**src/rtl/nibble_alu_sequencer_pkg.sv**
```systemverilog
// Shared definitions for the nibble-serial add/subtract sequencer: state encoding,
// default slice width and the step-counter sizing helper.
package nibble_seq_pkg;

  typedef enum logic [1:0] {
    IDLE = 2'd0,
    CALC = 2'd1,
    DONE = 2'd2
  } state_t;

  localparam int NIBBLE_DEF = 4;

  // Width of a counter that indexes width/nibble slices; never narrower than one bit.
  function automatic int step_w(input int width, input int nibble);
    int n;
    n = width / nibble;
    return (n <= 1) ? 1 : $clog2(n);
  endfunction

endpackage

```
**src/rtl/nibble_alu_sequencer_adder.sv**
```systemverilog
// Combinational NIBBLE-bit ripple-carry adder slice; zero latency, no flow control.
module nibble_adder #(
  parameter int NIBBLE = 4
) (
  input  logic [NIBBLE-1:0] i_a,
  input  logic [NIBBLE-1:0] i_b,
  input  logic              i_ci,
  output logic [NIBBLE-1:0] o_sum,
  output logic              o_co
);

  logic [NIBBLE:0] w_c;

  always_comb begin
    w_c    = '0;
    o_sum  = '0;
    w_c[0] = i_ci;
    for (int i = 0; i < NIBBLE; i++) begin
      o_sum[i]  = i_a[i] ^ i_b[i] ^ w_c[i];
      w_c[i+1]  = (i_a[i] & i_b[i]) | (w_c[i] & (i_a[i] ^ i_b[i]));
    end
  end

  assign o_co = w_c[NIBBLE];

endmodule

```
**src/rtl/nibble_alu_sequencer.sv**
```systemverilog
// Nibble-serial WIDTH-bit add/subtract: one adder slice per clock, LSB first.
// Request edge to o_rdy takes WIDTH/NIBBLE edges; requests while busy are dropped and flagged.
module nibble_alu_sequencer
  import nibble_seq_pkg::*;
#(
  parameter int WIDTH  = 8,
  parameter int NIBBLE = NIBBLE_DEF
) (
  input  logic             i_clk_in,
  input  logic             i_rst_n,
  input  logic             i_data_rdy,
  input  logic             i_substract_signal,
  input  logic [WIDTH-1:0] i_r1,
  input  logic [WIDTH-1:0] i_r2,
  output logic             o_busy,
  output logic             o_rdy,
  output logic [WIDTH-1:0] o_sum,
  output logic             o_cout,
  output logic             o_ovf,
  output logic             o_zero,
  output logic             o_overrun,
  output logic [7:0]       o_debug_led
);

  localparam int NSTEP = WIDTH / NIBBLE;
  localparam int SW    = step_w(WIDTH, NIBBLE);

  state_t           r_state;
  state_t           w_state_nxt;
  logic [SW-1:0]    r_step;
  logic             r_carry;
  logic             r_d_q;
  logic [WIDTH-1:0] r_a;
  logic [WIDTH-1:0] r_b;
  logic [WIDTH-1:0] r_sum;
  logic             r_cout;
  logic             r_ovf;
  logic             r_zero;
  logic             r_overrun;

  logic             w_req;
  logic             w_accept;
  logic             w_last;
  logic             w_busy;
  logic             w_rdy;
  int unsigned      w_base;
  logic [NIBBLE-1:0] w_a_sl;
  logic [NIBBLE-1:0] w_b_sl;
  logic [NIBBLE-1:0] w_slice_sum;
  logic             w_slice_co;
  logic [WIDTH-1:0] w_sum_nxt;
  logic             w_ovf_nxt;

  assign w_req  = i_data_rdy & ~r_d_q;
  assign w_last = (r_step == SW'(NSTEP - 1));

  always_comb begin
    w_state_nxt = r_state;
    w_accept    = 1'b0;
    w_busy      = 1'b0;
    w_rdy       = 1'b0;
    case (r_state)
      IDLE: begin
        if (w_req) begin
          w_accept    = 1'b1;
          w_state_nxt = CALC;
        end
      end
      CALC: begin
        w_busy = 1'b1;
        if (w_last) w_state_nxt = DONE;
      end
      DONE: begin
        w_busy      = 1'b1;
        w_rdy       = 1'b1;
        w_state_nxt = IDLE;
      end
      default: w_state_nxt = IDLE;
    endcase
  end

  // Slice operands are muxed out of the latched words; the carry register links slices.
  always_comb begin
    w_base    = int'(r_step) * NIBBLE;
    w_a_sl    = r_a[w_base +: NIBBLE];
    w_b_sl    = r_b[w_base +: NIBBLE];
    w_sum_nxt = r_sum;
    w_sum_nxt[w_base +: NIBBLE] = w_slice_sum;
    w_ovf_nxt = (r_a[WIDTH-1] == r_b[WIDTH-1]) & (w_sum_nxt[WIDTH-1] != r_a[WIDTH-1]);
  end

  nibble_adder #(
    .NIBBLE(NIBBLE)
  ) u_adder (
    .i_a  (w_a_sl),
    .i_b  (w_b_sl),
    .i_ci (r_carry),
    .o_sum(w_slice_sum),
    .o_co (w_slice_co)
  );

  always_ff @(posedge i_clk_in or negedge i_rst_n) begin
    if (!i_rst_n) begin
      r_state   <= IDLE;
      r_step    <= '0;
      r_carry   <= 1'b0;
      r_d_q     <= 1'b0;
      r_a       <= '0;
      r_b       <= '0;
      r_sum     <= '0;
      r_cout    <= 1'b0;
      r_ovf     <= 1'b0;
      r_zero    <= 1'b0;
      r_overrun <= 1'b0;
    end else begin
      r_state <= w_state_nxt;
      r_d_q   <= i_data_rdy;
      if (w_accept) begin
        r_a       <= i_r1;
        r_b       <= i_r2 ^ {WIDTH{i_substract_signal}};
        r_carry   <= i_substract_signal;
        r_step    <= '0;
        r_sum     <= '0;
        r_cout    <= 1'b0;
        r_ovf     <= 1'b0;
        r_zero    <= 1'b0;
        r_overrun <= 1'b0;
      end else begin
        // Any request edge outside IDLE (including the DONE cycle) is dropped.
        if (w_req && (r_state != IDLE)) r_overrun <= 1'b1;
        if (r_state == CALC) begin
          r_sum   <= w_sum_nxt;
          r_carry <= w_slice_co;
          r_step  <= r_step + 1'b1;
          if (w_last) begin
            r_cout <= w_slice_co;
            r_ovf  <= w_ovf_nxt;
            r_zero <= (w_sum_nxt == '0);
          end
        end
      end
    end
  end

  assign o_busy      = w_busy;
  assign o_rdy       = w_rdy;
  assign o_sum       = r_sum;
  assign o_cout      = r_cout;
  assign o_ovf       = r_ovf;
  assign o_zero      = r_zero;
  assign o_overrun   = r_overrun;
  assign o_debug_led = {w_busy, r_overrun, r_cout, r_zero, r_sum[3:0]};

endmodule
```
**config.mk**
```make
export PLATFORM = sky130hd
export DESIGN_NAME = nibble_alu_sequencer
export DESIGN_NICKNAME = d
export VERILOG_FILES = /design/src/rtl/nibble_alu_sequencer_pkg.sv /design/src/rtl/nibble_alu_sequencer_adder.sv /design/src/rtl/nibble_alu_sequencer.sv
export SDC_FILE = /design/constraint.sdc
export NUM_CORES = 1
export LEC_CHECK = 0
export CAP_MARGIN = 20
export CORE_ASPECT_RATIO = 0.9
export CORE_UTILIZATION = 35
export DETAILED_ROUTE_END_ITERATION = 6
export PLACE_DENSITY = 0.62
export REMOVE_ABC_BUFFERS = 1
export SLEW_MARGIN = 0
export SYNTH_ARGS = -nofsm -noshare
export SYNTH_HDL_FRONTEND = slang
export SYNTH_SLANG_ARGS = --single-unit
export TNS_END_PERCENT = 1
```
**constraint.sdc**
```tcl
create_clock -name i_clk_in -period 2.8 [get_ports i_clk_in]
set_clock_uncertainty 0.1 [all_clocks]
set_input_delay 0.84 -clock i_clk_in [delete_from_list [all_inputs] [get_ports i_clk_in]]
set_output_delay 0.84 -clock i_clk_in [all_outputs]
set_load 0.02 [all_outputs]
```
==> Yosys cells after proc, flatten, opt, wreduce, memory -nomap -nowiden <==
Index checks and enable logic that the tools add are counted.
W data, S select, Z words.
{ "classes": {"muxes": 25, "div_mod_pow": 0, "n_bitwise": 24, "reduce_logical": 10, "addsub": 2, "multipliers": 0, "magnitude_cmp": 0, "eq_ne": 6, "n_shift": 4} }
{ "op_table": {"columns": ["operator", "count"], "rows": [
  ["$neg A3 Y34", 1],
  ["$shift A4 B34 Y8 const A", 1],
  ["$shiftx A4 B34 Y8", 1],
  ["$mux W1", 19],
  ["$mux W8", 2],
  ["$shiftx A8 B4 Y4", 2],
  ["$and A1 B1 Y1", 10],
  ["$bwmux W8", 1],
  ["$logic_not A8 Y1", 1],
  ["$reduce_bool A2 Y1", 4],
  ["$xor A1 B1 Y1", 8],
  ["$xor A8 B8 Y8", 1],
  ["$mux W2", 2],
  ["$ne A2 B2 Y1 const B", 2],
  ["$or A1 B1 Y1", 4],
  ["$pmux W2 S2", 1],
  ["$reduce_and A2 Y1", 2],
  ["$eq A2 B1 Y1 const B", 1],
  ["$eq A2 B2 Y1 const B", 1],
  ["$logic_not A2 Y1", 1],
  ["$reduce_or A2 Y1", 1],
  ["$add A1 B1 Y1 const B", 1],
  ["$eq A1 B1 Y1", 1],
  ["$logic_and A1 B1 Y1", 1],
  ["other kinds (2)", 2]
]} }
{ "word_totals": {"inputBits": 20, "word_cells": 82, "latch_bits": 0, "register_bits": 33, "out_inout_bits": 22, "mem_bits_ro": 0, "mem_bits_rw": 0, "mem_count": 0} }

==> Logic depth before layout (Yosys ltp) <==
{ "logic_depth": {"word_depth": 16, "ltp_mapped": 10} }

==> Cells and area by module <==
From an unflattened synthesis, not the netlist that was laid out.
{ "unflattened": {"hier_cells": 163, "hier_area_um2": 1732.9} }
{ "by_module_without_submodules": {"columns": ["mod", "seq_area_each_um2", "area_per_inst_um2", "cells_each", "instances"], "rows": [
  ["nibble_alu_sequencer", 825.8, 1615.3, 149, 1],
  ["nibble_adder", 0.0, 117.6, 14, 1]
]} }

==> Worst setup path after synthesis <==
Ideal clock, no wire load.
{ "synth_timing": {"kind": "flip-flop to flip-flop", "from": "register r_step", "to": "register r_zero, in the netlist o_zero", "arrival_ns": 2.691, "path_buffers": 1, "stages_incl_launch_ff": 11, "synth_period_minus_slack_ns": 2.869, "t_required_ns": 2.623, "slack_ns": -0.069, "cell_sequence": "dfrtp_1 -> buf_2 -> mux2i_1 -> fa_1 -> fa_1 -> inv_1 -> fa_1 -> fa_1 -> nor4b_1 -> nand3_1 -> a21oi_1"} }
{ "synth_between": {"elab_chain_len": 15, "word_cells_on_any_way": 29} }
{ "synth_rtl": {"columns": ["element", "line", "text"], "rows": [
  ["start: declaration", "nibble_alu_sequencer.sv:30", "logic [SW-1:0] r_step;"],
  ["start signal: assignment", "nibble_alu_sequencer.sv:134", "r_step <= r_step + 1'b1;"],
  ["$shiftx A8 B4 Y4, on equally long branches", "nibble_alu_sequencer.sv:85, nibble_alu_sequencer.sv:86", null],
  ["$xor A1 B1 Y1", "nibble_alu_sequencer_adder.sv:19, nibble_alu_sequencer_adder.sv:20", null],
  ["$and A1 B1 Y1", "nibble_alu_sequencer_adder.sv:20", "w_c[i+1] = (i_a[i] & i_b[i]) | (w_c[i] & (i_a[i] ^ i_b[i]));"],
  ["$or A1 B1 Y1", "nibble_alu_sequencer_adder.sv:20", null],
  ["$and A1 B1 Y1", "nibble_alu_sequencer_adder.sv:20", null],
  ["$or A1 B1 Y1", "nibble_alu_sequencer_adder.sv:20", null],
  ["$and A1 B1 Y1", "nibble_alu_sequencer_adder.sv:20", null],
  ["$or A1 B1 Y1", "nibble_alu_sequencer_adder.sv:20", null],
  ["$xor A1 B1 Y1", "nibble_alu_sequencer_adder.sv:19", "o_sum[i] = i_a[i] ^ i_b[i] ^ w_c[i];"],
  ["$shiftx A4 B34 Y8", "nibble_alu_sequencer.sv:88", "w_sum_nxt[w_base +: NIBBLE] = w_slice_sum;"],
  ["$bwmux W8", "nibble_alu_sequencer.sv:88", null],
  ["$logic_not A8 Y1", "nibble_alu_sequencer.sv:138", "r_zero <= (w_sum_nxt == '0);"],
  ["$mux W1", "nibble_alu_sequencer.sv:135", "if (w_last) begin"],
  ["$mux W1", "nibble_alu_sequencer.sv:131", "if (r_state == CALC) begin"],
  ["$mux W1", "nibble_alu_sequencer.sv:118", "if (w_accept) begin"],
  ["end signal: assignment", "nibble_alu_sequencer.sv:138", null],
  ["end: declaration", "nibble_alu_sequencer.sv:38", "logic r_zero;"]
]} }
Parallel ways exist; a longest one is shown, timed or not. The select of a mux whose other input is x is not followed.
A chain may end at the register's enable or synchronous reset.

==> Worst setup path after layout <==
Same ends and word-level chain as after synthesis.

==> qor.txt <==
status -> complete, no violations
CP dominant cell by count -> fa_2
vias in the first global route -> 1108
top cell type's share of synthesized area -> 49.1%
Pre-antenna DRT Iters -> 4
synthesis-stage register bit count -> 33
worst hold path depth -> 2
P_leak -> 0.960 nW
leading post-synthesis cells by cell area -> dfrtp_1 (49%), mux2_2 (7.4%), mux2i_1 (5.4%)
share of cells above drive strength 1 -> 19.0%
max-cap violations -> 0
crit path capture -> o_zero
I/O pin cnt -> 42
Die W -> 75.1 um
Fmax -> 361 MHz
Setup Slack @ Placement -> -0.0214 ns
CTS Sinks -> 33
core box area -> 0.00455 mm2
routed len/inst -> 13.0 um
Hold Crit Class -> reg -> reg
crit share post-route -> 98.9%
CP Capture Type -> flop
H-tree depth -> 2
total gr overflow -> 0
Setup TNS Final -> 0 ns
reg-to-reg slack, setup -> 0.03 ns
R2R depth -> 9
Worst-Skew Late Latency -> 0.28 ns
Syn. warnings -> 0
first-pass GRT wire length -> 5.03 mm
Worst path max stage delay -> 0.45 ns
initial core utilization -> 37.0%
final RePlAce weighted congestion -> 0.843
die area -> 0.00509 mm2
Final Slew Violations -> 0
DRT iter0 DRCs -> 53
HPWL Detailed -> 2.40 mm
Util after Layout -> 49.5%
Nets -> 215
Worst Max-Slew Pin Slew -> 0.684 ns
std cell rows -> 23
routed vias -> 1168
Final setup viols -> 0
post-route antenna net violation count -> 0
CP max FO -> 4
Port Buf Inserts -> 41
Mean Syn Cell Area -> 11.2 um2
DR vias/cell -> 4.65
WS Path Type -> reg -> reg
CP Depth -> 9
final hold vios -> 0
Setup crit start kind -> flop
CP Launch Point -> r_step
initial antenna violation count -> 0
Synth cell types -> 26
synthesized area -> 0.00168 mm2
final WL -> 3.27 mm
clk root buf -> clkbuf_8
GRT Overall Usage -> 13.6%
post-route cell area -> 0.00225 mm2
crit-path cells -> mux2i_2 > fa_2 > fa_2 > inv_2 > fa_2 > fa_1 > nor4b_2 > nand3_1 > a21oi_1
final setup margin -> 0.0297 ns
critical path arrival -> 2.88 ns
Tmin final -> 2.77 ns
critical path's top delay family -> adder cells
PD cells -> 1280 mW/mm2
Area growth syn-to-layout -> 33.8%
FF-to-FF Start -> r_step
CTS buffer count -> 5
reg-to-reg endpoint -> o_zero
CP bufs+invs -> 1
CTS Buffer Depth -> 2
post-synthesis sequential area ratio -> 49.1%
Max-Slew Margin vs Limit -> 54.3%
Die Height -> 67.8 um
worst hold margin -> 0.382 ns
maximum VDD drop -> 494 uV
synthesized instance count -> 150
CP max stage cell -> dfrtp_2
placed instance area -> 0.00210 mm2
largest net degree at the start of global routing -> 34
# DRC -> 0
RSZ-0062 raised after global routing -> yes
Clk pin slew, worst setup/hold paths -> 0.07 ns
required time worst endpoint -> 2.91 ns
CTS tree -> built
Antenna diodes -> 0
biggest area consumer among synthesized cells -> dfrtp_1
[per-layer routing]
layer  part of all wire [%]  up-vias  wire, um  GRT usage (%)
met2                     49       28      1600           22.1
met5                      0        -         0              0
li1                       -      568         -              -
met3                    4.0        5       131           3.73
met4                    1.4        0        47           6.37
met1                     46      567      1500           16.8
[area by class of cell]
cell class	instances	area, um2
Multi-Input combinational cell	96	758
Fill cell	436	2300
Sequential cell	33	827
Timing Repair Buffer	46	448
Inverter	6	22.5
Clock buffer	7	86.3
Clock inverter	1	30.0
Tap cell	62	77.6
[worst reg2reg max path, stage by stage, from the launching register on]
cell and delay [ns]:
dfrtp_2 0.45, mux2i_2 0.17, fa_2 0.41, fa_2 0.34
inv_2 0.06, fa_2 0.19, fa_1 0.44, nor4b_2 0.27
nand3_1 0.11, a21oi_1 0.15
[worst min-delay path by stage]
stage / from / end / slack (ns)
2_1_floorplan: r_b[6] / r_b[6] / 0.34
5_1_grt: r_b[3] / r_b[3] / 0.42
6_report: r_b[2] / r_b[2] / 0.38
3_5_place_dp: r_b[2] / r_b[2] / 0.37
3_3_place_gp: r_b[6] / r_b[6] / 0.37
4_1_cts: r_b[2] / r_b[2] / 0.39
[layout by cell type, fill, tap and decap left out, drive strengths merged]
master / instances
clkdlybuf4s50: 41
dfrtp: 33
nand2: 17
mux2: 12
o21ai: 11
nor2: 10
a21oi: 9
xnor2: 9
mux2i: 9
clkbuf: 7
inv: 6
buf: 5
fa: 4
ha: 3
a211oi: 2
nor4b: 2
nand2b: 1
a21bo: 1
nand3b: 1
and2: 1
and3b: 1
nand3: 1
nor2b: 1
o21a: 1
bufinv: 1
[report_power, final]
part	internal, mW	total, mW	switching (mW)
combinational	0.811	1.58	0.771
sequential	0.684	0.834	0.150
clock	0.290	0.461	0.171
total	1.79	2.88	1.09
[timing repair]
action / 4_1_cts / 5_1_grt
gates resized for setup: 2 / 8
hold endpoints to repair: 0 / 0
hold buffers: 0 / 0
pin swaps: 0 / 4
setup buffers: 0 / 0
setup endpoints to repair: 2 / 2
[metrics by stage]
stage	total power, mW	std cells
2_1_floorplan	1.73	135
3_3_place_gp	2.27	243
3_5_place_dp	2.32	243
4_1_cts	2.82	251
5_1_grt	3.07	251
6_report	2.88	251
[cells in the mapped netlist, drive strengths merged]
| library cell | n |
|---|---|
| a21bo | 1 |
| nand3b | 1 |
| fa | 4 |
| o21a | 1 |
| nor2 | 10 |
| nor2b | 1 |
| xnor2 | 9 |
| inv | 6 |
| clkbuf | 1 |
| o21ai | 11 |
| nor4b | 2 |
| nand2 | 17 |
| mux2i | 9 |
| mux2 | 12 |
| and2 | 1 |
| nand2b | 1 |
| a21oi | 9 |
| dfrtp | 33 |
| buf | 14 |
| ha | 3 |
| nand3 | 1 |
| and3b | 1 |
| a211oi | 2 |
[sequential cells by signal (all words and copies together) (netlist names)]
register and flops:
r_b 8, o_ovf 1, r_state 2, r_a 8, o_overrun 1, r_carry 1
r_step 1, o_cout 1, o_sum 8, r_d_q 1, o_zero 1
[logic make-up after synthesis]
group	after synthesis	synth area share [%]
AND/OR/NAND/NOR	35	10.2
flip-flops	33	49.1
AO/OA/AOI/OAI	24	7.89
buffers and inverters	21	7.51
multiplexers	21	13.6
XOR/XNOR	9	4.69
adder cells (fa/ha/maj)	7	6.99
Power figures use the tool's default switching activity.
